`config.mk`:
```
export PLATFORM = sky130hd
export DESIGN_NAME = decode_stage
export DESIGN_NICKNAME = d
export VERILOG_FILES = /design/src/rtl/alu_pkg.sv /design/src/rtl/reg_file.sv /design/src/rtl/decode_stage.sv
export SDC_FILE = /design/constraint.sdc
export NUM_CORES = 2
export LEC_CHECK = 0
export BUFFER_PORTS_ARGS = -buffer_cell sky130_fd_sc_hd__buf_2
export CAP_MARGIN = 5
export CORE_MARGIN = 2
export CORE_UTILIZATION = 41
export DETAILED_ROUTE_END_ITERATION = 8
export PLACE_DENSITY = 0.56
export SYNTH_ARGS = -nofsm -noshare
export SYNTH_HDL_FRONTEND = slang
export SYNTH_SLANG_ARGS = --single-unit
```
`constraint.sdc`:
```
create_clock -name clk -period 2.29 [get_ports clk]
set_input_delay 0.1145 -clock clk [delete_from_list [all_inputs] [get_ports clk]]
set_output_delay 0.1145 -clock clk [all_outputs]
set_load 0.01 [all_outputs]
```
`src/rtl/alu_pkg.sv`:
```
// ---------------------------------------------------------------------------
// alu_pkg
// Shared definitions between the decode and execute stages: the ALU
// operation encoding, the RV32I opcodes handled by this core, and the
// funct3/funct7 field values used to select an operation.
// No ports (package).
// ---------------------------------------------------------------------------
package alu_pkg;

  // ALU operation codes as carried on the decode -> execute bundle
  typedef enum logic [3:0] {
    ALU_ADD = 4'b0000,
    ALU_SUB = 4'b0001,
    ALU_XOR = 4'b0010,
    ALU_OR  = 4'b0011,
    ALU_AND = 4'b0100,
    ALU_SLT = 4'b0101,
    ALU_LLS = 4'b0110,
    ALU_LRS = 4'b0111,
    ALU_ARS = 4'b1000
  } alu_op_e;

  // Where the second ALU operand comes from
  typedef enum logic [1:0] {
    SRC2_REG   = 2'b00,
    SRC2_IMM   = 2'b01,
    SRC2_SHAMT = 2'b10
  } src2_sel_e;

  // Major opcodes
  localparam logic [6:0] OPC_OP     = 7'b0110011;
  localparam logic [6:0] OPC_OP_IMM = 7'b0010011;

  // funct3 values
  localparam logic [2:0] F3_ADD_SUB = 3'b000;
  localparam logic [2:0] F3_SLL     = 3'b001;
  localparam logic [2:0] F3_SLT     = 3'b010;
  localparam logic [2:0] F3_SLTU    = 3'b011;
  localparam logic [2:0] F3_XOR     = 3'b100;
  localparam logic [2:0] F3_SRL_SRA = 3'b101;
  localparam logic [2:0] F3_OR      = 3'b110;
  localparam logic [2:0] F3_AND     = 3'b111;

  // funct7 values: BASE for the plain form, ALT selects SUB / arithmetic shift
  localparam logic [6:0] F7_BASE = 7'b0000000;
  localparam logic [6:0] F7_ALT  = 7'b0100000;

endpackage

```
`src/rtl/reg_file.sv`:
```
// ---------------------------------------------------------------------------
// reg_file
// Architectural register file: two combinational read ports, one write
// port. x0 always reads as zero and ignores writes. A read of the register
// being written in the same cycle returns the incoming write data, so the
// decode stage sees the value that is committed at this clock edge.
//
// Ports:
//   clk, rst_n          clock, asynchronous active-low reset (clears all)
//   rs1_addr, rs1_data  read port 1
//   rs2_addr, rs2_data  read port 2
//   wr_en, wr_addr,
//   wr_data             write port (committed on rising clk edge)
// ---------------------------------------------------------------------------
module reg_file #(
  parameter int XLEN  = 32,
  parameter int NREGS = 32
) (
  input  logic            clk,
  input  logic            rst_n,
  input  logic [4:0]      rs1_addr,
  output logic [XLEN-1:0] rs1_data,
  input  logic [4:0]      rs2_addr,
  output logic [XLEN-1:0] rs2_data,
  input  logic            wr_en,
  input  logic [4:0]      wr_addr,
  input  logic [XLEN-1:0] wr_data
);

  logic [XLEN-1:0] regs [NREGS];

  // Storage: reset clears every entry; writes to x0 are dropped
  always_ff @(posedge clk or negedge rst_n) begin
    if (!rst_n) begin
      for (int i = 0; i < NREGS; i++) begin
        regs[i] <= '0;
      end
    end else if (wr_en && (wr_addr != 5'd0)) begin
      regs[wr_addr] <= wr_data;
    end
  end

  // Read ports with write-through bypass
  always_comb begin
    rs1_data = '0;
    if (rs1_addr != 5'd0) begin
      if (wr_en && (wr_addr == rs1_addr)) begin
        rs1_data = wr_data;
      end else begin
        rs1_data = regs[rs1_addr];
      end
    end
  end

  always_comb begin
    rs2_data = '0;
    if (rs2_addr != 5'd0) begin
      if (wr_en && (wr_addr == rs2_addr)) begin
        rs2_data = wr_data;
      end else begin
        rs2_data = regs[rs2_addr];
      end
    end
  end

endmodule

```
`src/rtl/decode_stage.sv`:
```
// ---------------------------------------------------------------------------
// decode_stage
// RV32I ALU-subset decoder with a single-entry output register. Accepts an
// instruction word via a valid/ready handshake, reads its source registers
// and presents an ALU bundle (operands, operation, destination) one cycle
// later. The bundle is held unchanged while execute stalls.
//
// Ports:
//   clk, rst_n                   clock, asynchronous active-low reset
//   in_valid/in_ready/in_instr   instruction input handshake
//   flush                        drop held bundle and block acceptance
//   wb_en/wb_rd/wb_data          register writeback port
//   out_valid/out_ready          bundle output handshake
//   out_operand1/out_operand2    ALU operands
//   out_operation                ALU operation (alu_pkg::alu_op_e)
//   out_rd                       destination register
//   out_illegal                  instruction not in the supported subset
// ---------------------------------------------------------------------------
module decode_stage
  import alu_pkg::*;
#(
  parameter int XLEN  = 32,
  parameter int NREGS = 32
) (
  input  logic            clk,
  input  logic            rst_n,
  input  logic            in_valid,
  output logic            in_ready,
  input  logic [31:0]     in_instr,
  input  logic            flush,
  input  logic            wb_en,
  input  logic [4:0]      wb_rd,
  input  logic [XLEN-1:0] wb_data,
  output logic            out_valid,
  input  logic            out_ready,
  output logic [XLEN-1:0] out_operand1,
  output logic [XLEN-1:0] out_operand2,
  output logic [3:0]      out_operation,
  output logic [4:0]      out_rd,
  output logic            out_illegal
);

  logic [6:0] opcode;
  logic [2:0] funct3;
  logic [6:0] funct7;
  logic [4:0] rs1;
  logic [4:0] rs2;
  logic [4:0] rd;

  assign opcode = in_instr[6:0];
  assign rd     = in_instr[11:7];
  assign funct3 = in_instr[14:12];
  assign rs1    = in_instr[19:15];
  assign rs2    = in_instr[24:20];
  assign funct7 = in_instr[31:25];

  logic            accept;
  logic [XLEN-1:0] rs1_data;
  logic [XLEN-1:0] rs2_data;

  // A held bundle can be replaced in the same cycle it is consumed
  assign in_ready = !flush && (!out_valid || out_ready);
  assign accept   = in_valid && in_ready;

  reg_file #(
    .XLEN  (XLEN),
    .NREGS (NREGS)
  ) u_reg_file (
    .clk      (clk),
    .rst_n    (rst_n),
    .rs1_addr (rs1),
    .rs1_data (rs1_data),
    .rs2_addr (rs2),
    .rs2_data (rs2_data),
    .wr_en    (wb_en),
    .wr_addr  (wb_rd),
    .wr_data  (wb_data)
  );

  alu_op_e   dec_op;
  src2_sel_e dec_src2;
  logic      dec_illegal;

  // Instruction classification. Everything starts illegal and only the
  // supported encodings clear the flag; SLTU/SLTIU are deliberately left out.
  always_comb begin
    dec_op      = ALU_ADD;
    dec_src2    = SRC2_REG;
    dec_illegal = 1'b1;
    case (opcode)
      OPC_OP: begin
        dec_src2 = SRC2_REG;
        case (funct3)
          F3_ADD_SUB: begin
            if (funct7 == F7_BASE) begin
              dec_op = ALU_ADD; dec_illegal = 1'b0;
            end else if (funct7 == F7_ALT) begin
              dec_op = ALU_SUB; dec_illegal = 1'b0;
            end
          end
          F3_SLL: if (funct7 == F7_BASE) begin dec_op = ALU_LLS; dec_illegal = 1'b0; end
          F3_SLT: if (funct7 == F7_BASE) begin dec_op = ALU_SLT; dec_illegal = 1'b0; end
          F3_SLTU: dec_illegal = 1'b1;
          F3_XOR: if (funct7 == F7_BASE) begin dec_op = ALU_XOR; dec_illegal = 1'b0; end
          F3_SRL_SRA: begin
            if (funct7 == F7_BASE) begin
              dec_op = ALU_LRS; dec_illegal = 1'b0;
            end else if (funct7 == F7_ALT) begin
              dec_op = ALU_ARS; dec_illegal = 1'b0;
            end
          end
          F3_OR:  if (funct7 == F7_BASE) begin dec_op = ALU_OR;  dec_illegal = 1'b0; end
          F3_AND: if (funct7 == F7_BASE) begin dec_op = ALU_AND; dec_illegal = 1'b0; end
          default: dec_illegal = 1'b1;
        endcase
      end
      OPC_OP_IMM: begin
        dec_src2 = SRC2_IMM;
        case (funct3)
          F3_ADD_SUB: begin dec_op = ALU_ADD; dec_illegal = 1'b0; end
          F3_SLT:     begin dec_op = ALU_SLT; dec_illegal = 1'b0; end
          F3_SLTU:    dec_illegal = 1'b1;
          F3_XOR:     begin dec_op = ALU_XOR; dec_illegal = 1'b0; end
          F3_OR:      begin dec_op = ALU_OR;  dec_illegal = 1'b0; end
          F3_AND:     begin dec_op = ALU_AND; dec_illegal = 1'b0; end
          F3_SLL: begin
            dec_src2 = SRC2_SHAMT;
            if (funct7 == F7_BASE) begin dec_op = ALU_LLS; dec_illegal = 1'b0; end
          end
          F3_SRL_SRA: begin
            dec_src2 = SRC2_SHAMT;
            if (funct7 == F7_BASE) begin
              dec_op = ALU_LRS; dec_illegal = 1'b0;
            end else if (funct7 == F7_ALT) begin
              dec_op = ALU_ARS; dec_illegal = 1'b0;
            end
          end
          default: dec_illegal = 1'b1;
        endcase
      end
      default: dec_illegal = 1'b1;
    endcase
  end

  alu_op_e         nxt_op;
  logic [XLEN-1:0] nxt_op1;
  logic [XLEN-1:0] nxt_op2;
  logic [4:0]      nxt_rd;

  // Bundle contents; an illegal instruction carries an all-zero payload
  always_comb begin
    nxt_op  = ALU_ADD;
    nxt_op1 = '0;
    nxt_op2 = '0;
    nxt_rd  = '0;
    if (!dec_illegal) begin
      nxt_op  = dec_op;
      nxt_op1 = rs1_data;
      nxt_rd  = rd;
      case (dec_src2)
        SRC2_IMM:   nxt_op2 = {{(XLEN-12){in_instr[31]}}, in_instr[31:20]};
        SRC2_SHAMT: nxt_op2 = {{(XLEN-5){1'b0}}, in_instr[24:20]};
        default:    nxt_op2 = rs2_data;
      endcase
    end
  end

  // Output register. Operands are captured only on acceptance, so later
  // writebacks never disturb a stalled bundle. Flush takes priority.
  always_ff @(posedge clk or negedge rst_n) begin
    if (!rst_n) begin
      out_valid     <= 1'b0;
      out_operand1  <= '0;
      out_operand2  <= '0;
      out_operation <= 4'b0000;
      out_rd        <= '0;
      out_illegal   <= 1'b0;
    end else if (flush) begin
      out_valid <= 1'b0;
    end else if (accept) begin
      out_valid     <= 1'b1;
      out_operand1  <= nxt_op1;
      out_operand2  <= nxt_op2;
      out_operation <= nxt_op;
      out_rd        <= nxt_rd;
      out_illegal   <= dec_illegal;
    end else if (out_ready) begin
      out_valid <= 1'b0;
    end
  end

endmodule
```
==> impl_metrics.tcl <==
set metrics [dict create \
    status "completed" \
    ant_nets 0 \
    htree_levels 3 \
    r2r-start "out_valid" \
    ctsLongestPathBuffers 3 \
    grt_setup_unrepaired "false" \
    min_from "in_instr[4]" \
    crit_path_top_delay_cell "a2111oi_1" \
    clock-sinks 1099 \
    finalCritPeriodShare_pct 96.7 \
    ff_latch_area_um2 27500 \
    yosysSeqAreaShare_pct 46.8 \
    dpl_cell_area_um2 64200 \
    wl_mm 222 \
    critical-path-top-delay-family "compound AO/OA/AOI/OAI gates" \
    fill_cells 12500 \
    io_pins 151 \
    whs_ns 0.0607 \
    path_clk_slew_ns 0.07 \
    p_leak_nw 30.4 \
    syn-num-nets 4475 \
    fin_skew_ns 0.0218 \
    yosys_warnings 0 \
    synthesis.area_um2 58700 \
    period_needed_ns 2.21 \
    maxSlewHeadroom_pct 23.8 \
    setup_viol 0 \
    synth-seq-cells 1099 \
    grt_pass1_vias 43000 \
    gp_congestion 0.855 \
    initial_core_util_pct 41.4 \
    rows 138 \
    postLayoutCoreUtil_pct 48.7 \
    vias_per_cell 6.45 \
    synth_top_area_share_pct 46.8 \
    start_kind "flip-flop" \
    synth-edff-count 0 \
    drv_cap 0 \
    crit_cells 6 \
    max_slew.worst_pin.slew_ns 1.14 \
    clockRootBuffer "clkbuf_16" \
    drc_errors 0 \
    drt_iter0_markers 4308 \
    drive_above_1_share_pct 43.5 \
    dpl.hpwl_mm 136 \
    hold_violations 0 \
    grt_usage_pct 30.1 \
    num_vias 42400 \
    synth_commonest_cells "dfrtp_1 (1099), mux2_2 (921), mux2i_1 (422), clkbuf_1 (315), mux4_2 (312)" \
    chipHeight_um 382 \
    powerDensity_nw_per_um2 831 \
    path_class "reg2reg" \
    core_um2 142000 \
    crit_path_end_kind "flip-flop" \
    multi_input_area_um2 29400 \
    finalSetupTns_ns 0 \
    async_flop_share_pct 100 \
    grt_first_pass_wirelength_mm 320 \
    yosysMostFrequentCell "dfrtp_1" \
    wl_per_cell_um 33.7 \
    die_w_um 382 \
    crit_buf_inv 1 \
    antenna_found_initial 12 \
    io_buffers 150 \
    holdPathStages 7 \
    fin_nets 4660 \
    gr-total-overflow 0 \
    final_area_um2 69200 \
    die_area_um2 146000 \
    cp_max_fo 10 \
    grt_max_degree 109 \
    ys_types 73 \
    cp_cell_sequence "nor2b_4 -> buf_12 -> o21ai_1 -> or3b_2 -> a2111oi_1 -> a221oi_1" \
    slowest_delay_ns 0.48 \
    fmax_ghz 0.452 \
    syn_avg_cell_area_um2 13.3 \
    synthCells 4400 \
    crit_arrival_ns 2.82 \
    area_growth_pct 17.8 \
    min_path_type "in2reg" \
    critPathLaunch "out_valid" \
    dr.pass1.iters 5 \
    cts_made_buffers 121 \
    clk_latency_ns 0.77 \
    reg2reg_depth 6 \
    synthTopCellsByArea "dfrtp_1 (47%), mux2_2 (18%), mux4_2 (12%)" \
    total_power_mw 57.5 \
    synth_top_cell_by_area "dfrtp_1" \
    tritoncts "yes" \
    required_ns 2.90 \
    peakVddDrop_mv 0.650 \
    synth_ff_type "dfrtp_1" \
    slew_viol_final 0 \
]
## power breakdown
part	switching, mW	leakage [nW]	internal [mW]
Sequential	2.74	14.2	22.9
Clock	8.63	2.11	12.3
Combinational	4.76	14.1	6.18
Total	16.1	30.4	41.4
## what timing repair did
item	CTS	global route
resized for setup	0	9
pin swaps	1	1
hold endpoints to repair	1543	0
cloned	1	1
hold buffers	62	0
setup buffers	1	1
endpoints found under the setup margin	1	7
## logic make-up after synthesis
kind of cell	after synthesis	synth area share (%)
xor+xnor	11	0.164
simple gates	492	4.40
flops	1099	46.8
mux	1660	36.9
buf+inv	506	3.81
compound gates	632	7.87
## area by class of cell
| type | count | share of cell area [%] |
|---|---|---|
| Clock inverter | 55 | 0.977 |
| Clock buffer | 173 | 5.18 |
| Sequential cell | 1099 | 39.7 |
| Tap cell | 1890 | 3.42 |
| Multi-Input combinational cell | 2795 | 42.5 |
| Antenna cell | 2 | 0.00723 |
| Inverter | 7 | 0.0380 |
| Timing Repair Buffer | 561 | 8.18 |
## metrics by stage
stage	setup WS, ns	std cells
floorplan	0.160	4400
global placement	-0.561	6286
detailed placement	-0.0389	6286
CTS	0.0165	6578
global route	0.00368	6580
finish	0.0756	6582
## cell usage in the layout, fill, tap and decap left out, drive strengths merged, types with 12 or more instances in the layout
cell type | netlist | final
o31a | 16 | 16
mux2 | 926 | 926
bufinv | 0 | 13
o221ai | 16 | 16
o22a | 15 | 15
o211ai | 34 | 34
dfrtp | 1099 | 1099
nor2b | 23 | 23
buf | 183 | 498
o21ai | 113 | 113
or3b | 18 | 18
nand3 | 96 | 96
and4 | 37 | 37
a221oi | 20 | 20
a21oi | 23 | 23
mux2i | 422 | 422
a22oi | 228 | 228
mux4 | 312 | 312
a211oi | 19 | 19
o22ai | 23 | 23
o2111ai | 41 | 41
dlygate4sd3 | 0 | 61
clkinv | 0 | 32
a31oi | 21 | 21
a22o | 20 | 20
nand2 | 203 | 203
nor2 | 36 | 36
clkbuf | 316 | 174
a2111oi | 12 | 12
inv | 7 | 12
## path summary, 6_finish.rpt
| check | endpoint | slack, ns |
|---|---|---|
| max | out_operand2[21] | 0.08 |
| min | out_operand2[1] | 0.06 |
| max reg2reg | out_operand2[21] | 0.08 |
| min reg2reg | u_reg_file.regs[994] | 0.40 |
| max in group asynchronous | u_reg_file.regs[473] | 1.49 |
| min in group asynchronous | u_reg_file.regs[386] | 0.11 |
## tightest hold or removal path, delay by kind of cell
| kind | cells | cell delay, ns |
|---|---|---|
| and+or+nand+nor | 5 | 0.38 |
| buffers and inverters | 2 | 0.27 |
## registers in the layout, summed over array words and instances, names as in the netlist
signal / count
out_valid: 1
out_operand2: 32
out_rd: 5
out_operand1: 32
out_operation: 4
out_illegal: 1
u_reg_file.regs: 1024
## layer usage
layer | global-route usage [%] | up-vias | share of wire, %
met5 | 0 | - | 0.019
met4 | 11.5 | 6 | 4.0
met3 | 6.47 | 440 | 8.6
met2 | 45.7 | 1960 | 45
met1 | 42.2 | 22800 | 43
li1 | - | 17200 | -
Power figures use the tool's default switching activity.
